### src/rtl/mac_tx_framer.sv
// Byte-wide Ethernet MAC transmit framer: preamble/SFD insertion, zero padding,
// CRC-32 FCS generation and inter-frame gap enforcement ahead of the RGMII stage.
module mac_tx_framer #(
    parameter int PREAMBLE_LEN  = 7,
    parameter int MIN_FRAME_LEN = 60,
    parameter int IFG_LEN       = 12
) (
    input  logic       clk,
    input  logic       rst,
    input  logic [7:0] s_data,
    input  logic       s_valid,
    input  logic       s_last,
    output logic       s_ready,
    output logic       mac_phy_txen,
    output logic [7:0] mac_phy_txd,
    output logic       busy,
    output logic       underrun
);

    typedef enum logic [2:0] {
        S_IDLE,
        S_PREAMBLE,
        S_SFD,
        S_DATA,
        S_PAD,
        S_FCS,
        S_IFG
    } state_t;

    localparam logic [31:0] CRC_POLY = 32'hEDB88320;
    localparam logic [31:0] CRC_INIT = 32'hFFFFFFFF;
    localparam logic [10:0] CNT_MAX  = 11'h7FF;
    localparam logic [10:0] MIN_LEN  = 11'(MIN_FRAME_LEN);
    localparam logic [7:0]  PRE_LAST = 8'(PREAMBLE_LEN - 1);
    localparam logic [7:0]  IFG_LAST = 8'(IFG_LEN - 1);
    localparam logic [7:0]  PRE_BYTE = 8'h55;
    localparam logic [7:0]  SFD_BYTE = 8'hD5;

    // Reflected CRC-32 advanced by one byte, LSB of the byte first.
    function automatic logic [31:0] crc32_byte(input logic [31:0] crc, input logic [7:0] data);
        logic [31:0] c;
        c = crc ^ {24'h000000, data};
        for (int i = 0; i < 8; i++) begin
            c = c[0] ? ((c >> 1) ^ CRC_POLY) : (c >> 1);
        end
        return c;
    endfunction

    // The good FCS is the inverted register; an aborted frame sends the
    // register as-is, which is exactly the complement of the good FCS.
    function automatic logic [7:0] fcs_byte(input logic [31:0] crc_reg, input logic [1:0] idx,
                                            input logic bad);
        logic [31:0] fcs;
        fcs = bad ? crc_reg : ~crc_reg;
        return fcs[{idx, 3'b000} +: 8];
    endfunction

    state_t      state_q, state_d;
    logic [7:0]  pre_cnt_q, pre_cnt_d;
    logic [7:0]  ifg_cnt_q, ifg_cnt_d;
    logic [1:0]  fcs_idx_q, fcs_idx_d;
    logic        fcs_bad_q, fcs_bad_d;
    logic [10:0] byte_cnt_q, byte_cnt_d;
    logic [31:0] crc_q, crc_d;
    logic [7:0]  txd_q, txd_d;
    logic        txen_q, txen_d;
    logic        underrun_q, underrun_d;
    logic [10:0] byte_cnt_inc;

    assign byte_cnt_inc = (byte_cnt_q == CNT_MAX) ? CNT_MAX : (byte_cnt_q + 11'd1);

    always_ff @(posedge clk) begin
        if (rst) begin
            state_q    <= S_IDLE;
            pre_cnt_q  <= 8'd0;
            ifg_cnt_q  <= 8'd0;
            fcs_idx_q  <= 2'd0;
            fcs_bad_q  <= 1'b0;
            txd_q      <= 8'h00;
            txen_q     <= 1'b0;
            underrun_q <= 1'b0;
        end else begin
            state_q    <= state_d;
            pre_cnt_q  <= pre_cnt_d;
            ifg_cnt_q  <= ifg_cnt_d;
            fcs_idx_q  <= fcs_idx_d;
            fcs_bad_q  <= fcs_bad_d;
            txd_q      <= txd_d;
            txen_q     <= txen_d;
            underrun_q <= underrun_d;
        end
    end

    // Datapath state is (re)initialised at every frame start, so it needs no reset.
    always_ff @(posedge clk) begin
        byte_cnt_q <= byte_cnt_d;
        crc_q      <= crc_d;
    end

    always_comb begin
        state_d    = state_q;
        pre_cnt_d  = pre_cnt_q;
        ifg_cnt_d  = ifg_cnt_q;
        fcs_idx_d  = fcs_idx_q;
        fcs_bad_d  = fcs_bad_q;
        byte_cnt_d = byte_cnt_q;
        crc_d      = crc_q;
        case (state_q)
            S_IDLE: begin
                if (s_valid) begin
                    state_d    = (PREAMBLE_LEN > 1) ? S_PREAMBLE : S_SFD;
                    pre_cnt_d  = 8'd1;
                    byte_cnt_d = 11'd0;
                    crc_d      = CRC_INIT;
                    fcs_idx_d  = 2'd0;
                    fcs_bad_d  = 1'b0;
                end
            end
            S_PREAMBLE: begin
                pre_cnt_d = pre_cnt_q + 8'd1;
                if (pre_cnt_q >= PRE_LAST) begin
                    state_d = S_SFD;
                end
            end
            S_SFD: begin
                state_d = S_DATA;
            end
            S_DATA: begin
                if (s_valid) begin
                    crc_d      = crc32_byte(crc_q, s_data);
                    byte_cnt_d = byte_cnt_inc;
                    if (s_last) begin
                        state_d   = (byte_cnt_inc < MIN_LEN) ? S_PAD : S_FCS;
                        fcs_idx_d = 2'd0;
                    end
                end else begin
                    // Underrun: FCS byte 0 leaves this cycle, the rest follow from S_FCS.
                    state_d   = S_FCS;
                    fcs_bad_d = 1'b1;
                    fcs_idx_d = 2'd1;
                end
            end
            S_PAD: begin
                crc_d      = crc32_byte(crc_q, 8'h00);
                byte_cnt_d = byte_cnt_inc;
                if (byte_cnt_inc >= MIN_LEN) begin
                    state_d   = S_FCS;
                    fcs_idx_d = 2'd0;
                end
            end
            S_FCS: begin
                fcs_idx_d = fcs_idx_q + 2'd1;
                if (fcs_idx_q == 2'd3) begin
                    state_d   = S_IFG;
                    ifg_cnt_d = 8'd0;
                end
            end
            S_IFG: begin
                ifg_cnt_d = ifg_cnt_q + 8'd1;
                if (ifg_cnt_q >= IFG_LAST) begin
                    state_d = S_IDLE;
                end
            end
            default: begin
                state_d = S_IDLE;
            end
        endcase
    end

    // Each state decides the byte that appears on the PHY side one cycle later.
    always_comb begin
        txd_d      = 8'h00;
        txen_d     = 1'b0;
        underrun_d = 1'b0;
        case (state_q)
            S_IDLE: begin
                if (s_valid) begin
                    txd_d  = PRE_BYTE;
                    txen_d = 1'b1;
                end
            end
            S_PREAMBLE: begin
                txd_d  = PRE_BYTE;
                txen_d = 1'b1;
            end
            S_SFD: begin
                txd_d  = SFD_BYTE;
                txen_d = 1'b1;
            end
            S_DATA: begin
                txen_d = 1'b1;
                if (s_valid) begin
                    txd_d = s_data;
                end else begin
                    txd_d      = fcs_byte(crc_q, 2'd0, 1'b1);
                    underrun_d = 1'b1;
                end
            end
            S_PAD: begin
                txd_d  = 8'h00;
                txen_d = 1'b1;
            end
            S_FCS: begin
                txd_d  = fcs_byte(crc_q, fcs_idx_q, fcs_bad_q);
                txen_d = 1'b1;
            end
            default: begin
                txd_d  = 8'h00;
                txen_d = 1'b0;
            end
        endcase
    end

    assign s_ready      = (state_q == S_DATA);
    assign busy         = (state_q != S_IDLE);
    assign mac_phy_txen = txen_q;
    assign mac_phy_txd  = txd_q;
    assign underrun     = underrun_q;

endmodule

### config.mk
export PLATFORM = sky130hd
export DESIGN_NAME = mac_tx_framer
export DESIGN_NICKNAME = d
export VERILOG_FILES = /design/src/rtl/mac_tx_framer.sv
export SDC_FILE = /design/constraint.sdc
export NUM_CORES = 1
export LEC_CHECK = 0
export BUFFER_PORTS_ARGS = -buffer_cell sky130_fd_sc_hd__buf_2
export CORE_MARGIN = 5
export CORE_UTILIZATION = 26
export CTS_CLUSTER_SIZE = 24
export DETAILED_ROUTE_END_ITERATION = 16
export PLACE_DENSITY_LB_ADDON = 0.15
export SYNTH_ARGS = -nofsm -noshare
export SYNTH_HDL_FRONTEND = slang
export SYNTH_SLANG_ARGS = --single-unit
### constraint.sdc
create_clock -name clk -period 3.9 [get_ports clk]
set_input_delay 0.78 -clock clk [delete_from_list [all_inputs] [get_ports clk]]
set_output_delay 0.78 -clock clk [all_outputs]
set_load 0.05 [all_outputs]
==> summary.md <==
| Metric | Value |
|---|---|
| H-Tree Depth | `3` |
| Clk Tree Root Cell | `clkbuf_16` |
| Sequential area share after synthesis | `36.8%` |
| Clock insertion delay at the later pin of the skew report | `350 ps` |
| Post-Layout Cell Count | `824` |
| Slowest library cell on the worst path | `dfxtp_1` |
| Seq cells post-synth | `75` |
| Average size of a mapped cell | `9.78 sq um` |
| Max Buffers Root-to-Sink | `2` |
| Row count | `52` |
| Die ar. | `23,100 sq um` |
| Period utilization | `80.3%` |
| Post-synth top flop | `edfxtp_1` |
| Syn Inst Count | `537` |
| Most frequent cells in the layout | `xnor2_1, edfxtp_1, a21oi_1, nor2_1, o21ai_0` |
| CP max stage delay | `670 ps` |
| Leak | `1.94 nW` |
| Placed cell count | `808` |
| Syn-to-layout area delta | `12.9%` |
| Worst Path Max Fanout | `23` |
| ANT nets after route | `0` |
| Most common cell after layout, fill and taps aside | `xnor2_1` |
| Total grt overflow | `0` |
| Share of post-route cells with drive strength above 1 | `14.6%` |
| Post_cts resized | `0` |
| # Post-CTS Setup Buffers | `0` |
| Post-synth EDFFs | `43` |
| Vias | `4,014` |
| Core area | `20,000 sq um` |
| GP Congestion | `0.821` |
| Synth unique cells | `60` |
| WL per Instance | `17.9 um` |
| Die W | `152 um` |
| Critical path's top delay family | `buffers and inverters` |
| Initial antenna violation count | `0` |
| Mapped cell area | `5250 sq um` |
| FMAX | `319 MHz` |
| Residual DRC | `0` |
| Outcome | `finished, final reports clean` |
| Warnings, synthesis | `0` |
| Setup violations, final | `0` |
| Critical path class | `register to output port` |
| Hold buffer count at CTS | `0` |
| Ports | `24` |
| CTS tree | `built` |
| Total of max-cap violations | `0` |
| Setup TNS | `0 ps` |
| Sink Count | `75` |
| Vias/cell | `4.87` |
| Fin area | `5930 sq um` |
| Startpoint Class | `register` |
| Synth Net Count | `554` |
| Final wirelength | `14,800 um` |
| Post-layout minimum cycle time | `3130 ps` |
| Port bufs | `23` |
| Nets | `566` |
| Crit path DAT | `2350 ps` |
| Hold Path Class | `register to register` |
| Critical Path RT | `3120 ps` |
| Cell Area, Placed | `5630 sq um` |
| Worst ir drop on vdd | `242 uV` |
| Vias in the first global route | `4,064` |
| Initial DRC Count | `222` |
| CP endpoint kind | `output port` |
| Asr flop ratio synth | `0%` |
| Pwr/cell area | `550 nW/um^2` |
| Slew headroom | `46.3%` |
| First drt pass iteration count | `4` |
| First-pass GRT wire length | `23,800 um` |
| Clk_skew | `9.90 ps` |
| CTS Buf Count | `9` |
| N_diodes | `0` |
| Critical-path cell list | `nand2b_1 > or2_2 > inv_2 > buf_2` |
| RSZ-0062 raised after global routing | `no` |
| Fillers | `2,151` |
| Die Y | `152 um` |
| Max-slew violations | `0` |
| Post-route setup slack | `769 ps` |
| DP Worst Slack | `1070 ps` |
| Placed wire-length estimate | `10,200 um` |
| Initial Util | `26.2%` |
| Worst-Margin Slew | `804 ps` |
| Reg clk slew, reported paths | `70 ps` |
| Largest net degree at the start of global routing | `44` |
| Total Routing Usage GR | `12.9%` |
| Final hold viol count | `0` |
| Worst path buffer plus inverter count | `2` |
## per-layer routing
layer  vias up  track usage (%)  routed length [um]
met4         0             3.55                 231
met3        15             2.93                 647
met1      1954             18.1                6860
met5         -                0                   0
met2        80             20.1                7040
li1       1965                -                   -
## power breakdown
group	total, W	switching [W]	leakage (nW)	internal, W
logic	0.00127	0.000767	1.20	0.000500
registers	0.00115	0.000147	0.589	0.00100
clock network	0.000845	0.000370	0.148	0.000475
total	0.00326	0.00128	1.94	0.00198
## logic make-up (layout without fill, tap and decap cells)
family | after synthesis | in the layout | synth area share [%]
AOI/OAI and AO/OA | 137 | 137 | 16.6
xor gates and xnor gates | 127 | 127 | 23.9
adders and majority gates | 5 | 5 | 1.19
buffers and inverters | 42 | 59 | 3.81
DFF | 75 | 75 | 36.8
muxes | 19 | 19 | 5.74
and+or+nand+nor | 132 | 132 | 12.0
## cells in the mapped netlist (6+ instances only)
master | number | area share [%]
xnor2_1 | 86 | 14
edfxtp_1 | 43 | 25
a21oi_1 | 42 | 4.0
nor2_1 | 40 | 2.9
o21ai_0 | 37 | 3.5
nand2_1 | 36 | 2.6
dfxtp_1 | 32 | 12
xor2_1 | 29 | 4.8
clkbuf_1 | 20 | 1.4
nand3_1 | 13 | 1.2
a22oi_1 | 10 | 1.4
inv_1 | 9 | 0.64
mux2i_1 | 8 | 1.5
a221oi_1 | 7 | 1.2
nor3_1 | 7 | 0.67
a211oi_1 | 6 | 0.86
mux4_2 | 6 | 2.6
o221a_2 | 6 | 1.3
## metrics by stage
step           total power, W  utilization (%)  hold slack, ps
2_1_floorplan         0.00213                -             459
3_3_place_gp          0.00243             28.1             483
3_5_place_dp          0.00243             28.1             484
4_1_cts               0.00330             29.6             495
5_1_grt               0.00347             29.6             512
6_report              0.00326             29.6             495
## final cells by class
class / instances / area (sq um) / area share, %
Clock buffer: 10 / 250 / 4.22
Clock inverter: 6 / 46.3 / 0.781
Inverter: 10 / 37.5 / 0.633
Multi-Input combinational cell: 420 / 3130 / 52.9
Sequential cell: 75 / 1930 / 32.6
Tap cell: 270 / 338 / 5.70
Timing Repair Buffer: 33 / 190 / 3.21
## worst register-to-register path: stages, from the launching register on
cell and delay (ps):
dfxtp_1 670, nand2b_1 250, or2_2 350, inv_2 370
nor2_1 160, buf_4 210, or3_1 390, mux2i_1 150
o2bb2ai_1 90
## final timing paths
check,startpoint,end,slack [ps],cells after the start
min,ifg_cnt_q[1],ifg_cnt_q[1],490,2
min reg2reg,ifg_cnt_q[1],ifg_cnt_q[1],490,2
max,state_q[1],s_ready,770,4
max reg2reg,state_q[1],crc_q[24],1020,8
## flip-flops by register name, indices dropped and copies added, names as in the netlist, 2 cells and up
name         cells
crc_q           32
byte_cnt_q      11
ifg_cnt_q        8
mac_phy_txd      8
pre_cnt_q        8
state_q          3
fcs_idx_q        2
Note: power is estimated with default switching activity, not from simulation.
